===== config.mk =====
export PLATFORM = sky130hd
export DESIGN_NAME = encoder_8_3_arb
export DESIGN_NICKNAME = d
export VERILOG_FILES = /design/src/rtl/encoder_pkg.sv /design/src/rtl/priority_encoder_8_3.sv /design/src/rtl/encoder_8_3_arb.sv
export SDC_FILE = /design/constraint.sdc
export NUM_CORES = 1
export LEC_CHECK = 0
export ABC_AREA = 1
export ABC_CLOCK_PERIOD_IN_PS = 4500
export CAP_MARGIN = 20
export CORE_UTILIZATION = 51
export CTS_BUF_LIST = sky130_fd_sc_hd__clkbuf_8
export DETAILED_ROUTE_END_ITERATION = 10
export HOLD_SLACK_MARGIN = 0.02
export PLACE_DENSITY = 0.78
export SYNTH_ARGS = -nofsm -noshare
export SYNTH_HDL_FRONTEND = slang
export SYNTH_SLANG_ARGS = --single-unit

===== constraint.sdc =====
create_clock -name clk -period 4.5 [get_ports clk]
set_clock_uncertainty 0.05 [all_clocks]
set_input_delay 0.9 -clock clk [delete_from_list [all_inputs] [get_ports clk]]
set_output_delay 0.9 -clock clk [all_outputs]
set_load 0.005 [all_outputs]

===== src/rtl/encoder_pkg.sv =====
// encoder_pkg: shared constants, FSM state type and one-hot to binary helper for encoder_8_3_arb
package encoder_pkg;
  localparam int ENC_WIDTH = 8;
  localparam int ENC_IDX_W = 3;
  typedef enum logic {ENC_IDLE, ENC_PRESENT} enc_state_t;
  function automatic logic [ENC_IDX_W-1:0] onehot_to_bin(input logic [ENC_WIDTH-1:0] oh);
    logic [ENC_IDX_W-1:0] b;
    b = '0;
    for (int i = 0; i < ENC_WIDTH; i++) if (oh[i]) b = b | ENC_IDX_W'(i);
    return b;
  endfunction
endpackage


===== src/rtl/priority_encoder_8_3.sv =====
// priority_encoder_8_3: lowest-set-bit search over vec, starting at start and wrapping
module priority_encoder_8_3
  import encoder_pkg::*;
(
  input  logic [ENC_WIDTH-1:0] vec,
  input  logic [ENC_IDX_W-1:0] start,
  output logic [ENC_IDX_W-1:0] index,
  output logic                 found
);
  logic [2*ENC_WIDTH-1:0] dbl;
  logic [ENC_WIDTH-1:0]   rot;
  logic [ENC_WIDTH-1:0]   low;
  // rotating right by start makes the search origin bit 0; the offset is added back afterwards
  always_comb begin
    dbl   = {vec, vec} >> start;
    rot   = dbl[ENC_WIDTH-1:0];
    low   = rot & (~rot + ENC_WIDTH'(1));
    found = |vec;
    index = onehot_to_bin(low) + start;
  end
endmodule


===== src/rtl/encoder_8_3_arb.sv =====
// encoder_8_3_arb: pending-request collector presenting one index at a time with valid/ack (ENCODER_ROUND_ROBIN_EN selects rotating priority)
module encoder_8_3_arb
  import encoder_pkg::*;
#(
  parameter int WIDTH = ENC_WIDTH,
  parameter int IDX_W = ENC_IDX_W
) (
  input  logic             clk,
  input  logic             rst,
  input  logic [WIDTH-1:0] req,
  input  logic             ack,
  output logic [IDX_W-1:0] idx,
  output logic             valid,
  output logic [IDX_W:0]   pend_cnt
);
  enc_state_t       state;
  logic [WIDTH-1:0] pending;
  logic [WIDTH-1:0] clr;
  logic [WIDTH-1:0] pend_nxt;
  logic [IDX_W-1:0] enc_idx;
  logic [IDX_W-1:0] start;
  logic             found;
  always_comb begin
    clr      = (valid && ack) ? WIDTH'(1) << idx : '0;
    pend_nxt = (pending & ~clr) | req;
  end
`ifdef ENCODER_ROUND_ROBIN_EN
  logic [IDX_W-1:0] rr_ptr;
  always_ff @(posedge clk) begin
    if (rst) rr_ptr <= '0;
    else if (state == ENC_PRESENT && ack) rr_ptr <= idx + IDX_W'(1);
  end
  assign start = rr_ptr;
`else
  assign start = '0;
`endif
  priority_encoder_8_3 u_prio (
    .vec  (pending),
    .start(start),
    .index(enc_idx),
    .found(found)
  );
  always_ff @(posedge clk) begin
    if (rst) begin
      pending  <= '0;
      state    <= ENC_IDLE;
      idx      <= '0;
      valid    <= 1'b0;
      pend_cnt <= '0;
    end else begin
      pending  <= pend_nxt;
      pend_cnt <= (IDX_W+1)'($countones(pend_nxt));
      if (state == ENC_IDLE && found) begin
        idx   <= enc_idx;
        valid <= 1'b1;
        state <= ENC_PRESENT;
      end else if (state == ENC_PRESENT && ack) begin
        valid <= 1'b0;
        state <= ENC_IDLE;
      end
    end
  end
endmodule


==> Word-level counts from Yosys, hierarchy flattened <==
Cells that the tools add are included.
{ "word_totals": {"mem_count": 0, "elab_cells": 33, "ramBits": 0, "rom_bits": 0, "latch_bits": 0, "output_inout_bits": 8, "register_bits": 16, "in_bits": 11} }
{ "op_classes": {"n_shift": 1, "n_addsub": 8, "div": 0, "n_lt_le_gt_ge": 0, "multipliers": 0, "n_mux": 10, "reduce_logical": 4, "n_bitwise": 6, "n_eq_ne": 0} }
{ "ops": {"columns": ["operator", "count"], "rows": [
  ["8-bit bitwise AND", 2],
  ["8-bit NOT", 2],
  ["3-bit two-way mux", 4],
  ["1-bit by 1-bit adder with 2-bit output", 4],
  ["8-bit by 1-bit adder with 8-bit output (second input constant)", 1],
  ["8-bit two-way mux", 1],
  ["8-bit OR", 1],
  ["8-bit OR reduction", 1],
  ["1-bit by 3-bit left shift with 8-bit output (first input constant)", 1],
  ["2-bit by 2-bit adder with 3-bit output", 2],
  ["3-bit by 3-bit adder with 4-bit output", 1],
  ["2-bit two-way mux", 2],
  ["1-bit two-way mux", 3],
  ["1-bit logical AND", 2],
  ["2-bit nonzero test", 1],
  ["1-bit NOT", 1]
]} }

==> Longest topological paths before layout <==
Gate-level depths: netlist (run 1).
{ "logic_depth": {"word_depth": 10, "depth_mapped": 15} }

==> By module <==
Synthesis (run 1) repeated with hierarchy kept, for this count alone.
{ "hier_totals": {"cells_unflattened": 202, "hier_area_um2": 1442.6} }
{ "modules_own_cells": {"columns": ["module", "n_inst", "area_each_um2", "cells_each"], "rows": [
  ["encoder_8_3_arb", 1, 809.5, 101],
  ["priority_encoder_8_3", 1, 633.1, 101]
]} }

==> Worst setup path after synthesis (run 1) <==
Ideal clock, no wire load.
{ "synth_path": {"kind": "input to register", "from": "input ack", "to": "register pend_cnt[2]", "required_time_ps": 4322, "path_stages": 15, "arrival_ps": 3587, "setup_ps": 128, "slack_ps": 736, "n_path_buf": 0, "cell_sequence": "nand2_1 > inv_2 > nand2_1 > o21ai_1 > nand2_1 > fa_1 > inv_1 > fa_1 > fa_1 > inv_1 > ha_1 > inv_1 > fa_1 > xor2_1 > nor2_1"} }
{ "synth_via": {"elab_chain_cells": 8} }
{ "synth_rtl": {"columns": ["item", "line_no", "rtl"], "rows": [
  ["start: declaration", "encoder_8_3_arb.sv:11", "input logic ack,"],
  ["1-bit logical AND", null, null],
  ["8-bit two-way mux", "encoder_8_3_arb.sv:24", "clr = (valid && ack) ? WIDTH'(1) << idx : '0;"],
  ["8-bit NOT", "encoder_8_3_arb.sv:25", "pend_nxt = (pending & ~clr) | req;"],
  ["8-bit bitwise AND", "encoder_8_3_arb.sv:25", null],
  ["8-bit OR", "encoder_8_3_arb.sv:25", null],
  ["via pend_nxt[0]", "encoder_8_3_arb.sv:19", "logic [WIDTH-1:0] pend_nxt;"],
  ["1-bit by 1-bit adder with 2-bit output (not written as such)", "encoder_8_3_arb.sv:52", "pend_cnt <= (IDX_W+1)'($countones(pend_nxt));"],
  ["2-bit by 2-bit adder with 3-bit output (not written as such)", "encoder_8_3_arb.sv:52", null],
  ["3-bit by 3-bit adder with 4-bit output (not written as such)", "encoder_8_3_arb.sv:52", null],
  ["end signal: assignment", "encoder_8_3_arb.sv:52", null],
  ["end: declaration", "encoder_8_3_arb.sv:14", "output logic [IDX_W:0] pend_cnt"]
]} }
The timed path passes the listed nets, and every way through them passes these cells.
A chain may end at the register's enable or synchronous reset.

==> Worst setup path in the final report (run 1) <==
Ends and elaborated chain as after synthesis.

==> results of run 1 <==
-- power groups by stage --
stage / Clock, mW / Sequential [mW] / Combinational (mW)
finish: 0.128 / 0.177 / 0.141
global route: 0.136 / 0.181 / 0.161
CTS: 0.132 / 0.177 / 0.141
detailed placement: 0 / 0.180 / 0.139
global placement: 0 / 0.179 / 0.136
floorplan: 0 / 0.180 / 0.0816
-- logic make-up (layout without fill, tap and decap cells) --
| logic type | after synthesis | count (layout) | synth area share |
|---|---|---|---|
| AOI/OAI and AO/OA | 17 | 17 | 0.132 |
| xor gates and xnor gates | 1 | 1 | 0.00990 |
| and+or+nand+nor | 56 | 56 | 0.279 |
| adders and majority gates | 7 | 7 | 0.133 |
| buffers and inverters | 20 | 41 | 0.0849 |
| DFF | 16 | 16 | 0.362 |
-- layout make-up --
cell class | instances | area, sq um | share of cell area
multi-input combinational | 81 | 489 | 0.431
clock buffer | 4 | 55.1 | 0.0485
inverter | 19 | 71.3 | 0.0628
sequential | 16 | 320 | 0.282
tap | 16 | 20.0 | 0.0176
timing repair buffer | 18 | 180 | 0.159
-- cell usage in the layout (no fill, tap or decap), drive strengths merged --
cell and count:
clkbuf 4, nor3b 1, a21oi 10, nor3 2, nand3 6, dfxtp 16, xor2 1, ha 3
clkdlybuf4s50 18, o21ai 5, fa 4, nor2 21, o21bai 2, nand2 26, inv 19
-- registers in the layout, indices dropped and copies added (netlist names) --
register,count
state,1
idx,3
pending,8
pend_cnt,4
-- stage by stage --
stage / hold slack [ns] / std cells
after floorplan: 0.473 / 117
after global placement: 0.485 / 150
after detailed placement: 0.493 / 150
after CTS: 0.502 / 154
after global routing: 0.543 / 154
final: 0.502 / 154
-- how the worst max path moves through the flow --
stage                     from          end  slack [ns]  depth (start not counted)
after floorplan            ack  pend_cnt[2]        0.74                         15
after CTS                  ack  pend_cnt[2]        0.32                         16
after global routing       ack  pend_cnt[2]        0.06                         16
after global placement     ack  pend_cnt[2]        0.11                         16
final                      ack  pend_cnt[2]        0.30                         16
after detailed placement   ack  pend_cnt[2]        0.06                         16
-- critical path, cell delays in order --
cell	delay, ns
clkdlybuf4s50_1	0.45
nand2_1	0.09
inv_2	0.07
nand2_1	0.11
o21ai_1	0.19
nand2_1	0.11
fa_1	0.53
inv_1	0.05
fa_1	0.49
fa_1	0.41
inv_1	0.07
ha_1	0.17
inv_1	0.06
fa_1	0.38
xor2_1	0.15
nor2_1	0.05
-- metal layers --
metal | wire, um | share of wire | vias up | global-route usage
li1 | - | - | 405 | -
met1 | 892 | 0.48 | 347 | 0.340
met2 | 864 | 0.47 | 14 | 0.388
met3 | 59 | 0.032 | 4 | 0.0500
met4 | 40 | 0.022 | 0 | 0.131
met5 | 0 | 0 | - | 0
==> key figures, run 1 <==
Final layout
  – Filler Cells Inserted: between 100 and 150
  – Final design utilization: 0.729
  – Post-route design area: 1140 sq um
  – Layout net count: between 150 and 200
  – Area growth from synthesis to layout: 28.4%
  – Layout cells sized above 1: 0.130
  – Antenna diodes: 0

STA
  – Period utilisation layout: 0.934
  – Final WS setup: 0.297 ns
  – Relative slew slack: 0.651
  – Final setup fails: 0
  – Min Tclk post-route: 4.20 ns
  – Slew @ Worst Pin: 0.521 ns
  – Max frequency: 238 MHz
  – Setup TNS Final: 0 ns
  – Final-report hold violation count: 0
  – Max-slew violation count: 0
  – RSZ-0062 raised after global routing: no

Job
  – Maximum Capacitance Violations: 0

Critical path
  – CP startpoint kind: input port
  – Crit path max fanout: 4
  – CP required: 4.58 ns
  – R2R Path Start: state
  – RR Endpoint: pend_cnt[2]
  – Critical path type: input port to flop
  – Reg2Reg Depth: 15
  – Register-to-register setup slack: 1.01 ns
  – Crit. End Element: flop
  – Crit path arrival time: 4.28 ns

Floorplanning
  – Num rows: 14
  – Die Footprint: 1900 sq um
  – Starting Density: 0.567
  – Die Wd: about 44 um
  – Die height: between 40 and 50 um
  – IO Pins: 19
  – Core Region: about 1600 sq um

Clocking
  – CTS tree: done
  – Max clock buf depth: 2
  – Post-CTS Setup Inserts: 0
  – Num CTS Buffers: 3
  – CTS Sinks: 16
  – Clock-pin slew on the worst setup and hold paths: roughly 0.07 ns
  – H-tree depth: 1
  – Cts hold-fix bufs: 0
  – CTS root buffer: clkbuf_8
  – Post-cts sizing count: 0
  – Worst-Skew Late Latency: 0.25 ns

Synthesis
  – Yosys warnings: 0
  – Yosys top cell by area: dfxtp_1
  – Top post-synthesis cells by area: dfxtp_1 36%, nand2_1 11%, fa_1 9.1%
  – Yosys reg bits: 16
  – Synth cell count leaders: 25 x nand2_1, 17 x nor2_1, 16 x dfxtp_1
  – Top-count cell post-synth: nand2_1
  – Syn Inst Count: 117
  – Yosys top cell area share: 0.362
  – Post-synth cell types: 21
  – Top_reg_cell synth: dfxtp_1
  – Average cell area after synthesis: ~7.6 sq um
  – Syn Nets: 135
  – Post-synth ARST share: 0
  – Post-synth design cell area: 885 sq um
  – Number of flops mapped to enable cells by yosys: 0
  – Sequential share of the synthesized area: 0.362

Power
  – Clk network pwr share: 0.287
  – Peak supply drop: 0.000302 V
  – Pleak: 0.514 nW
  – Total power: 446 uW
  – Sw Share: 0.298
  – Combinational share of power: 0.316
  – Pwr Density: between 300 and 400 nW/um^2
  – Seq pwr share: 0.397
  – Switch Pwr: approximately 130 uW
  – Cell internal pwr: 313 uW

Place
  – IO buf count: 18
  – RePlAce Congestion: 0.866
  – Placed inst area: 1080 sq um
  – Hpwl dp: 1430 um
  – Setup slack at placement: approximately 0.063 ns

Routing
  – WL/cell: 12.1 um
  – DRT antenna net count: 0
  – Detailed Routing Iterations Pass 1: 7
  – Post-route DRC: 3
  – Vias: 770
  – DR vias/cell: 5.00
  – Detailed Route WL: 1860 um
  – 1st-iter DRT viols: 18

GRT
  – Largest net degree at the start of global routing: 14
  – GRT overflow: 0
  – GRT Overall Usage: 0.254
  – First-pass GRT wire length: about 3400 um
  – Antenna violations before repair: 0
  – Vias in the first global route: 787

Run status
  – Failing checks: design-rule violations
  – Outcome: complete, but fails checks

Worst hold path
  – HP Class: flop to flop
  – Worst hold path cell count: 4
  – Hold path endpoint: idx[2]
  – Hold Startpoint: idx[2]
Power figures use the tool's default switching activity.
==> run 2, diff against run 1 <==
--- a/config.mk
+++ b/config.mk
@@ -10,6 +10,7 @@
 export CAP_MARGIN = 20
 export CORE_UTILIZATION = 51
 export CTS_BUF_LIST = sky130_fd_sc_hd__clkbuf_8
+export CTS_CLUSTER_DIAMETER = 150
 export DETAILED_ROUTE_END_ITERATION = 10
 export HOLD_SLACK_MARGIN = 0.02
 export PLACE_DENSITY = 0.78
==> results of run 2 <==
Final layout, timing and power as in run 1 (identical DEF).
